## src/rtl/serial_subtractor.sv

```systemverilog
// Bit-serial two's-complement subtractor: DIFF = A - B, one bit per clock, LSB first.
// One full-subtractor cell plus a registered borrow; parallel load, parallel result.
module serial_subtractor #(
  parameter int WIDTH = 8
) (
  input  logic             clk,
  input  logic             rst,
  input  logic             start,
  input  logic [WIDTH-1:0] a,
  input  logic [WIDTH-1:0] b,
  output logic             busy,
  output logic             done,
  output logic [WIDTH-1:0] diff,
  output logic             bout,
  output logic             ovf
);

  localparam int CNT_W = (WIDTH > 1) ? $clog2(WIDTH) : 1;
  localparam logic [CNT_W-1:0] LAST = CNT_W'(WIDTH - 1);

  typedef enum logic [1:0] {
    IDLE = 2'd0,
    RUN  = 2'd1,
    DONE = 2'd2
  } state_t;

  // Handshake: start is accepted on any edge where the block is not in RUN
  // (IDLE or DONE); done is a one-cycle pulse and results hold until the next done.
  state_t state_q, state_d;

  logic [WIDTH-1:0] a_sr_q, a_sr_d;
  logic [WIDTH-1:0] b_sr_q, b_sr_d;
  logic [WIDTH-1:0] res_q, res_d;
  logic [WIDTH-1:0] diff_q, diff_d;
  logic [CNT_W-1:0] cnt_q, cnt_d;
  logic             borrow_q, borrow_d;
  logic             a_msb_q, a_msb_d;
  logic             b_msb_q, b_msb_d;
  logic             bout_q, bout_d;
  logic             ovf_q, ovf_d;

  logic             cell_x, cell_y, cell_d, cell_b;
  logic [WIDTH-1:0] d_vec, res_shift;
  logic             last_bit, accept;

  always_ff @(posedge clk or posedge rst) begin
    if (rst) begin
      state_q  <= IDLE;
      a_sr_q   <= '0;
      b_sr_q   <= '0;
      res_q    <= '0;
      diff_q   <= '0;
      cnt_q    <= '0;
      borrow_q <= 1'b0;
      a_msb_q  <= 1'b0;
      b_msb_q  <= 1'b0;
      bout_q   <= 1'b0;
      ovf_q    <= 1'b0;
    end else begin
      state_q  <= state_d;
      a_sr_q   <= a_sr_d;
      b_sr_q   <= b_sr_d;
      res_q    <= res_d;
      diff_q   <= diff_d;
      cnt_q    <= cnt_d;
      borrow_q <= borrow_d;
      a_msb_q  <= a_msb_d;
      b_msb_q  <= b_msb_d;
      bout_q   <= bout_d;
      ovf_q    <= ovf_d;
    end
  end

  always_comb begin
    state_d = state_q;
    case (state_q)
      IDLE:    if (start) state_d = RUN;
      RUN:     if (last_bit) state_d = DONE;
      DONE:    state_d = start ? RUN : IDLE;
      default: state_d = IDLE;
    endcase
  end

  // Full-subtractor cell on the current LSBs and the registered borrow.
  always_comb begin
    cell_x    = a_sr_q[0];
    cell_y    = b_sr_q[0];
    cell_d    = cell_x ^ cell_y ^ borrow_q;
    cell_b    = (~cell_x & cell_y) | (~(cell_x ^ cell_y) & borrow_q);
    d_vec     = '0;
    d_vec[WIDTH-1] = cell_d;
    res_shift = (res_q >> 1) | d_vec;
    last_bit  = (cnt_q == LAST);
    accept    = start && (state_q != RUN);
  end

  always_comb begin
    a_sr_d   = a_sr_q;
    b_sr_d   = b_sr_q;
    res_d    = res_q;
    diff_d   = diff_q;
    cnt_d    = cnt_q;
    borrow_d = borrow_q;
    a_msb_d  = a_msb_q;
    b_msb_d  = b_msb_q;
    bout_d   = bout_q;
    ovf_d    = ovf_q;
    if (accept) begin
      a_sr_d   = a;
      b_sr_d   = b;
      borrow_d = 1'b0;
      cnt_d    = '0;
      a_msb_d  = a[WIDTH-1];
      b_msb_d  = b[WIDTH-1];
    end else if (state_q == RUN) begin
      a_sr_d   = a_sr_q >> 1;
      b_sr_d   = b_sr_q >> 1;
      res_d    = res_shift;
      borrow_d = cell_b;
      cnt_d    = cnt_q + 1'b1;
      // Only the final bit publishes results, so partial sums never reach diff.
      if (last_bit) begin
        diff_d = res_shift;
        bout_d = cell_b;
        ovf_d  = (a_msb_q != b_msb_q) && (cell_d != a_msb_q);
      end
    end
  end

  always_comb begin
    busy = (state_q == RUN);
    done = (state_q == DONE);
    diff = diff_q;
    bout = bout_q;
    ovf  = ovf_q;
  end

endmodule

```

## config.mk

```make
export PLATFORM = sky130hd
export DESIGN_NAME = serial_subtractor
export DESIGN_NICKNAME = d
export VERILOG_FILES = /design/src/rtl/serial_subtractor.sv
export SDC_FILE = /design/constraint.sdc
export NUM_CORES = 1
export LEC_CHECK = 0
export ABC_AREA = 1
export BUFFER_PORTS_ARGS = -buffer_cell sky130_fd_sc_hd__buf_4
export CAP_MARGIN = 20
export CORE_UTILIZATION = 59
export CTS_CLUSTER_DIAMETER = 30
export CTS_CLUSTER_SIZE = 24
export DETAILED_ROUTE_END_ITERATION = 8
export PLACE_DENSITY = 0.83
export RECOVER_POWER = 50
export SYNTH_ARGS = -nofsm -noshare
export SYNTH_HDL_FRONTEND = slang
export SYNTH_SLANG_ARGS = --single-unit
```

## constraint.sdc

```tcl
create_clock -name clk -period 2.25 [get_ports clk]
set_input_delay 0.45 -clock clk [delete_from_list [all_inputs] [get_ports clk]]
set_output_delay 0.45 -clock clk [all_outputs]
set_load 0.01 [all_outputs]
```

==> flow_summary.yaml, run 1 <==
pwr:
  p_per_area_mw_per_mm2: 1335
  p_leak_nw: 1.105
  ir_drop_mv: 0.8089
  finalPower_w: 0.002797
timing:
  fin_skew_ns: 0.008785
  hold_viol: 0
  setup_slack_ns: 0.4018
  worst_slew_pin_slew_ns: 0.9906
  slew_headroom: 0.3396
  final_max_slew_viol_count: 0
  rsz0062_at_grt: "false"
  layout_min_cycle_time_ns: 1.848
  setup_viol: 0
  timing.setup.tns_ns: 0
  timing.fmax_mhz: 541.1
  fin_crit_sh: 0.8214
synthesis:
  synth_cell_type_count: 21
  yosys_warnings: 0
  postSynthRegisterBits: 41
  synth-async-reset-ratio: 1.000
  synth.yosys.seq_area_share: 0.5722
  syn_avg_cell_area_um2: 9.195
  synth_cells: 195
  synth_nets: 217
  yosysTopAreaCell: "dfrtp_1"
  synth_top_area_frac: 0.5722
  ys.flop_type: "dfrtp_1"
  synth_common_cells: "nand2_1, nand3_1, dfrtp_1"
  yosysMostFrequentCell: "nand2_1"
  synth_edf_count: 0
  synthTopCellsByArea: "dfrtp_1, nand3_1, nand2_1, o21ai_2, inv_1"
  synth_area_mm2: 0.001793
die:
  dieArea_mm2: 0.003263
  ios: 31
  rows: 19
  die_x_um: 57.13
  die_h_um: 57.13
  initial_core_util: 0.6338
  core_area_mm2: 0.002829
grt:
  antenna_found_initial: 0
  track_usage: 0.2366
  grt_pass1_wl_um: 5823
  grt_pass1_vias: 1338
  grt_max_degree: 42
  grt_overflow: 0
worst_setup_path:
  crit_arrival_ns: 1.40
  r2r-end: "diff[4]$_DFFE_PP0P_"
  r2r_start: "state_q[0]$_DFFE_PP0P_"
  startpoint: "state_q[0]$_DFFE_PP0P_"
  cp-end-kind: "primary output"
  worst-setup-path-type: "register to primary output"
  max_stage_delay_ns: 0.41
  worstPathMaxFanout: 19
  reg2reg_setup_slack_ns: 0.84
  endpoint: "busy"
  cp_slowest_cell: "dfrtp_1"
  reg2reg_depth: 5
  cp-start-kind: "register"
  required_ns: 1.80
  crit_chain: "inv_2 -> nor2_4 -> buf_4"
placed_design:
  dp_hpwl_um: 2401
  port_buffers: 30
  gp_congestion: 0.7864
  post-place-ws_ns: 0.7776
clock_tree:
  cts_resized: 0
  ctsHoldBuffers: 0
  ctsRootBufferMaster: "clkbuf_4"
  cts_buffers: 5
  clkLatencyLatePin_ns: 0.34
  cts_setup_buffers: 0
  path_clk_slew_ns: 0.12
  cts_buffer_depth: 2
  cts_sinks: 41
  clock_tree.htree_level_count: 2
  cts_tree: "yes"
run_status:
  violations: "DRC"
  outcome: "finished, violations left"
layout:
  layout-drive-gt1-share: 0.2301
  nNetsFinal: 247
  syn2layout_area_growth_pct: 16.89
  num_antenna_cells: 0
  fillerInstances: 214
routing:
  post_drt_wl_per_cell_um: 13.30
  vias_per_cell: 5.385
  wirelength_um: 3417
  drt_iter0_drc: 69
  drc: 8
  drt-pass1-iter-count: 6
  ant_nets: 0
  num_vias: 1384
min_path:
  hold_path_depth: 3
  hp-class: "input port to register"
flow_run:
  max-cap-violations: 0
worst max-delay path: cells and delay by family (launching register included):
kind | cells | cell delay (ns)
buffers and inverters | 2 | 0.27
and+or+nand+nor | 1 | 0.37
DFF | 1 | 0.41
worst min path at each step:
| stage | slack [ns] | startpoint | endpoint |
|---|---|---|---|
| finish | 0.33 | b[2] | b_sr_q[2]$_DFFE_PP0P_ |
| global route | 0.32 | b[7] | b_sr_q[7]$_DFFE_PP0P_ |
| CTS | 0.23 | rst | diff[1]$_DFFE_PP0P_ |
| detailed placement | 0.47 | diff[3]$_DFFE_PP0P_ | diff[3]$_DFFE_PP0P_ |
| global placement | 0.46 | res_q[1]$_DFFE_PP0P_ | diff[0]$_DFFE_PP0P_ |
| floorplan | 0.44 | res_q[1]$_DFFE_PP0P_ | diff[0]$_DFFE_PP0P_ |
metrics by stage:
stage | instance area, µm² | hold slack [ns] | util | std cells
2_1_floorplan | 1793 | 0.4422 | - | 195
3_5_place_dp | 2013 | 0.4688 | 0.7116 | 249
5_1_grt | 2096 | 0.3221 | 0.7408 | 257
6_report | 2096 | 0.3312 | 0.7408 | 257
4_1_cts | 2098 | 0.2292 | 0.7417 | 257
3_3_place_gp | 2013 | 0.4572 | 0.7116 | 249
kinds of logic (layout without fill, tap and decap cells):
| family | Yosys count | in the layout | share of synthesized area |
|---|---|---|---|
| flops | 41 | 41 | 0.5722 |
| simple gates | 105 | 105 | 0.2603 |
| fa+ha+maj | 3 | 3 | 0.02512 |
| buf+inv | 28 | 59 | 0.07466 |
| compound gates | 18 | 18 | 0.06769 |
layout by cell type (no fill, tap or decap), types with 2 or more instances in the layout:
cell	count
clkbuf_4	6
nand3_1	44
o21ai_0	8
o21ai_2	8
nor2_1	3
inv_1	17
nand2_1	55
ha_1	2
buf_4	31
dfrtp_1	41
registers in the layout (all words and copies together), names as in the netlist:
| name | cells |
|---|---|
| b_sr_q | 8 |
| borrow_q | 1 |
| res_q | 7 |
| a_sr_q | 8 |
| bout | 1 |
| b_msb_q | 1 |
| a_msb_q | 1 |
| ovf | 1 |
| state_q | 2 |
| diff | 8 |
| cnt_q | 3 |
layout make-up:
cell class,instances,area (µm²),share of cell area
repair buffers,33,245.2,0.1170
clock buffers,7,55.05,0.02627
well taps,31,38.79,0.01851
flip-flops and latches,41,1026,0.4896
clock inverters,1,30.03,0.01433
multi-input cells,126,633.1,0.3021
inverters,18,67.56,0.03224
report_power, final:
group	leakage [nW]	internal, W	switching [W]
clock network	0.0455	0.000265	0.000233
logic	0.536	0.000436	0.000635
registers	0.524	0.00104	0.000182
metal layers:
| metal | wire length, µm | track usage | up-vias |
|---|---|---|---|
| met2 | 1750 | 0.3933 | 36 |
| met3 | 160 | 0.05442 | 5 |
| met4 | 38 | 0.08711 | 0 |
| li1 | - | - | 688 |
| met1 | 1469 | 0.3060 | 655 |
| met5 | 0 | 0 | - |
No activity file was read; power rests on OpenSTA's default activity.
==> run 2: changes to the inputs <==
ABC_AREA = 0   (was 1)
CORE_UTILIZATION = 54   (was 59)
PLACE_DENSITY = 0.77   (was 0.83)
clock period = 1.9 ns   (was 2.25 ns; I/O delays follow)
==> flow_summary.yaml, run 2 <==
worst_setup_path:
  cp-end-kind: "primary output"
  worst-setup-path-type: "register to primary output"
  cp-start-kind: "register"
  crit_arrival_ns: 1.28
  cp_slowest_cell: "dfrtp_1"
  crit_chain: "nand2b_1 -> inv_2 -> buf_4"
  worstPathMaxFanout: 9
  required_ns: 1.52
  max_stage_delay_ns: 0.45
placed_design:
  port_buffers: 30
  post-place-ws_ns: 0.4266
  dp_hpwl_um: 2049
  gp_congestion: 0.7236
synthesis:
  postSynthRegisterBits: 41
  synth-async-reset-ratio: 1.000
  synth_nets: 179
  yosys_warnings: 0
  synth_edf_count: 0
  synth_top_area_frac: 0.5754
  synth_area_mm2: 0.001783
  ys.flop_type: "dfrtp_1"
  synthTopCellsByArea: "dfrtp_1, mux2i_1, nand2_1, o21ai_0, mux2_4"
  yosysMostFrequentCell: "nand2_1"
  synth_cell_type_count: 23
  synth_cells: 157
  yosysTopAreaCell: "dfrtp_1"
  synth.yosys.seq_area_share: 0.5754
  syn_avg_cell_area_um2: 11.36
  synth_common_cells: "nand2_1, dfrtp_1, mux2i_1, o21ai_0"
die:
  dieArea_mm2: 0.003535
  die_h_um: 59.46
  initial_core_util: 0.5746
  die_x_um: 59.46
  ios: 31
  core_area_mm2: 0.003103
  rows: 20
grt:
  grt_pass1_vias: 1101
  grt_overflow: 0
  track_usage: 0.1914
  grt_pass1_wl_um: 4899
  antenna_found_initial: 0
  grt_max_degree: 42
routing:
  post_drt_wl_per_cell_um: 12.43
  top_layer_used: "met4"
  num_vias: 1191
  drc: 0
  drt_iter0_drc: 41
  wirelength_um: 2908
  vias_per_cell: 5.090
  ant_nets: 0
  routed-wl-met2_um: 1410
  drt-pass1-iter-count: 4
  wl_met3_um: 105
  met1_length_um: 1341
clock_tree:
  cts_buffer_depth: 2
  cts_buffers: 5
  cts_tree: "yes"
  cts_resized: 0
  ctsRootBufferMaster: "clkbuf_4"
  clkLatencyLatePin_ns: 0.34
  clock_tree.htree_level_count: 2
  ctsHoldBuffers: 0
  cts_sinks: 41
  cts_setup_buffers: 0
  path_clk_slew_ns: 0.12
timing:
  fin_crit_sh: 0.8738
  worst_slew_pin_slew_ns: 0.9655
  fin_skew_ns: 0.004716
  rsz0062_at_grt: "false"
  holdWs_ns: 0.2838
  setup_slack_ns: 0.2399
  timing.fmax_mhz: 602.4
  final_max_slew_viol_count: 0
  layout_min_cycle_time_ns: 1.660
  slew_headroom: 0.3563
  setup_viol: 0
  timing.setup.tns_ns: 0
  hold_viol: 0
layout:
  nNetsFinal: 211
  layout-drive-gt1-share: 0.2632
  num_antenna_cells: 0
  layout_common_cells: "nand2_1, dfrtp_1, buf_4, o21ai_0, mux2i_1"
  final_common_cell: "nand2_1"
  syn2layout_area_growth_pct: 15.79
  seqCellArea_mm2: 0.001026
  multi_input_comb_area_um2: 671.9
  fillerInstances: 272
flow_run:
  max-cap-violations: 0
pwr:
  ir_drop_mv: 0.6661
  p_per_area_mw_per_mm2: 1439
  p_leak_nw: 1.082
run_status:
  outcome: "finished, final reports clean"
min_path:
  hp-class: "input port to register"
run 2: cell count changes after synthesis, moves of 2 or more:
cell     delta
inv_1      -12
mux2_2      +5
mux2_4      +5
mux2i_1    +17
nand2_1    -12
nand3_1    -43
o21ai_0     +9
o21ai_1     +2
o21ai_2     -8
run 2: cell type report:
type / count / area share
inverters: 6 / 0.01091
repair buffers: 33 / 0.1133
clock buffers: 5 / 0.01818
multi-input cells: 102 / 0.3255
well taps: 44 / 0.02667
clock inverters: 3 / 0.008485
flip-flops and latches: 41 / 0.4970
run 2: kinds of logic (layout without fill, tap and decap cells):
family / Yosys count / count (layout) / synth area share
buffers and inverters: 14 / 47 / 0.04771
multiplexers: 27 / 27 / 0.1691
AND/OR/NAND/NOR: 51 / 51 / 0.1228
adder cells (fa/ha/maj): 3 / 3 / 0.02526
flip-flops: 41 / 41 / 0.5754
AO/OA/AOI/OAI: 21 / 21 / 0.05965
run 2: layer usage:
metal,GRT usage,vias to the layer above
met4,0.09184,0
met5,0,-
li1,-,584
met3,0.04148,7
met2,0.3242,29
met1,0.2305,571
run 2: worst paths after layout:
kind | startpoint | endpoint | slack [ns] | depth (start not counted)
max in group asynchronous | rst | a_sr_q[6]$_DFFE_PP0P_ | 0.99 | 3
max | state_q[0]$_DFFE_PP0P_ | busy | 0.24 | 3
min reg2reg | a_sr_q[2]$_DFFE_PP0P_ | a_sr_q[1]$_DFFE_PP0P_ | 0.49 | 2
min | a[7] | a_msb_q$_DFFE_PP0P_ | 0.28 | 2
min in group asynchronous | rst | diff[1]$_DFFE_PP0P_ | 0.32 | 3
max reg2reg | state_q[0]$_DFFE_PP0P_ | b_msb_q$_DFFE_PP0P_ | 0.40 | 4
run 2: power breakdown:
group | internal, W | total (W) | switching [W]
Combinational | 0.000514 | 0.00109 | 0.000578
Sequential | 0.00124 | 0.00146 | 0.000223
Clock | 0.000140 | 0.000419 | 0.000279
run 2: critical path: cells and delay by family, from the launching register on:
kind / cells / cell delay, ns
flip-flops: 1 / 0.45
AND/OR/NAND/NOR: 1 / 0.28
buffers and inverters: 2 / 0.22
run 2: through the flow:
stage	power (W)	instances	utilization	area, µm²
final	0.002971	234	0.6653	2064
after global routing	0.003230	234	0.6653	2064
after CTS	0.003030	234	0.6698	2078
after detailed placement	0.002615	226	0.6520	2023
after global placement	0.002541	226	0.6520	2023
after floorplan	0.002252	157	-	1783
==> run 3: changes to the inputs <==
CORE_UTILIZATION = 57   (was 54)
CTS_BUF_LIST = sky130_fd_sc_hd__clkbuf_4 sky130_fd_sc_hd__clkbuf_8   (was not set)
PLACE_DENSITY = 0.81   (was 0.77)
SLEW_MARGIN = 0   (was not set)
==> flow_summary.yaml, run 3 (synthesis results as in run 2) <==
run_status:
  outcome: "finished, violations left"
  violations: "DRC"
min_path:
  min_from: "b[7]"
  hold_path_depth: 2
  min_to: "b_msb_q$_DFFE_PP0P_"
  hp-class: "input port to register"
timing:
  fin_crit_sh: 0.8841
  timing.fmax_mhz: 595.3
  fin_skew_ns: 0.01213
  setup_slack_ns: 0.2203
  setup_viol: 0
  final_max_slew_viol_count: 0
  hold_viol: 0
  rsz0062_at_grt: "false"
  holdWs_ns: 0.2756
  slew_headroom: 0.3442
  timing.setup.tns_ns: 0
  layout_min_cycle_time_ns: 1.680
  worst_slew_pin_slew_ns: 0.9837
grt:
  track_usage: 0.2220
  grt_pass1_vias: 1238
  grt_pass1_wl_um: 5347
  grt_overflow: 0
  antenna_found_initial: 0
  grt_max_degree: 42
layout:
  fillerInstances: 219
  layout-drive-gt1-share: 0.2646
  syn2layout_area_growth_pct: 15.30
  seqCellArea_mm2: 0.001026
  num_antenna_cells: 0
  nNetsFinal: 211
  multi_input_comb_area_um2: 671.9
  layout_common_cells: "nand2_1, dfrtp_1, buf_4, o21ai_0, mux2i_1"
  final_common_cell: "nand2_1"
worst_setup_path:
  cp-start-kind: "register"
  required_ns: 1.52
  r2r_start: "cnt_q[0]$_DFFE_PP0P_"
  cp_slowest_cell: "dfrtp_1"
  worst-setup-path-type: "register to primary output"
  r2r-end: "diff[6]$_DFFE_PP0P_"
  cp-end-kind: "primary output"
  critical_path.top_delay_family: "flip-flops"
  startpoint: "state_q[0]$_DFFE_PP0P_"
  max_stage_delay_ns: 0.46
  reg2reg_setup_slack_ns: 0.35
  crit_cells: 3
  reg2reg_depth: 4
  worstPathMaxFanout: 8
  crit_arrival_ns: 1.30
  path_buf_inv: 2
  crit_chain: "nand2b_1 -> inv_2 -> buf_4"
clock_tree:
  ctsHoldBuffers: 0
  clock_tree.htree_level_count: 2
  cts_setup_buffers: 0
  cts_resized: 0
  path_clk_slew_ns: 0.12
  cts_sinks: 41
  cts_tree: "yes"
  cts_buffer_depth: 2
  clkLatencyLatePin_ns: 0.35
  cts_buffers: 5
  ctsRootBufferMaster: "clkbuf_4"
routing:
  drt-pass1-iter-count: 6
  num_vias: 1195
  vias_per_cell: 5.432
  ant_nets: 0
  drc: 1
  wirelength_um: 3161
  post_drt_wl_per_cell_um: 14.37
  drt_iter0_drc: 24
pwr:
  p_leak_nw: 1.085
  switchingPower_w: 0.001103
  ir_drop_mv: 0.8710
  p_per_area_mw_per_mm2: 1481
  share_seq_of_total_power: 0.483
  clkPwrFrac: 0.146
  combPwrFrac: 0.371
  p_sw_frac: 0.3625
  p_int_w: 0.001941
placed_design:
  post-place-ws_ns: 0.3743
  dp_hpwl_um: 2227
  gp_congestion: 0.7489
  port_buffers: 30
die:
  core_area_mm2: 0.002853
  die_x_um: 57.93
  die_h_um: 57.93
  ios: 31
  rows: 19
  dieArea_mm2: 0.003356
  initial_core_util: 0.6250
flow_run:
  max-cap-violations: 0
-- run 3: cell count changes in the layout (fill, tap and decap cells not counted) --
cell      delta
clkinv_2     -2
buf_4        +1
clkbuf_1     -1
clkbuf_8     +1
-- run 3: area by class of cell --
type | instances | share of cell area
timing repair buffer | 33 | 0.1156
clock buffer | 6 | 0.02495
inverter | 6 | 0.01096
sequential | 41 | 0.4991
tap | 31 | 0.01887
multi-input combinational | 102 | 0.3268
clock inverter | 1 | 0.003652
-- run 3: through the flow --
stage                       util  power (W)  cells  area (µm²)
after global routing      0.7206   0.003281    220        2056
after detailed placement  0.7035   0.002649    213        2007
after CTS                 0.7241   0.003093    220        2066
final                     0.7206   0.003044    220        2056
after global placement    0.7035   0.002555    213        2007
after floorplan                -   0.002252    157        1783
-- run 3: worst max-delay path by stage --
stage                                to
CTS                                busy
global route                       busy
detailed placement  diff[6]$_DFFE_PP0P_
floorplan           diff[0]$_DFFE_PP0P_
global placement        ovf$_DFFE_PP0P_
finish                             busy
-- run 3: power by group through the flow --
stage                     Clock, W  Combinational, W  Sequential [W]
final                     0.000444           0.00113         0.00147
after global routing      0.000490           0.00128         0.00152
after CTS                 0.000454           0.00117         0.00147
after detailed placement         0           0.00116         0.00149
after global placement           0           0.00110         0.00146
after floorplan                  0          0.000784         0.00147
-- run 3: per-layer routing --
layer	GRT usage	up-vias	wire length [µm]
met5	0	-	0
met3	0.08036	4	153
li1	-	585	-
met1	0.2554	586	1361
met2	0.3727	20	1597
met4	0.09864	0	49
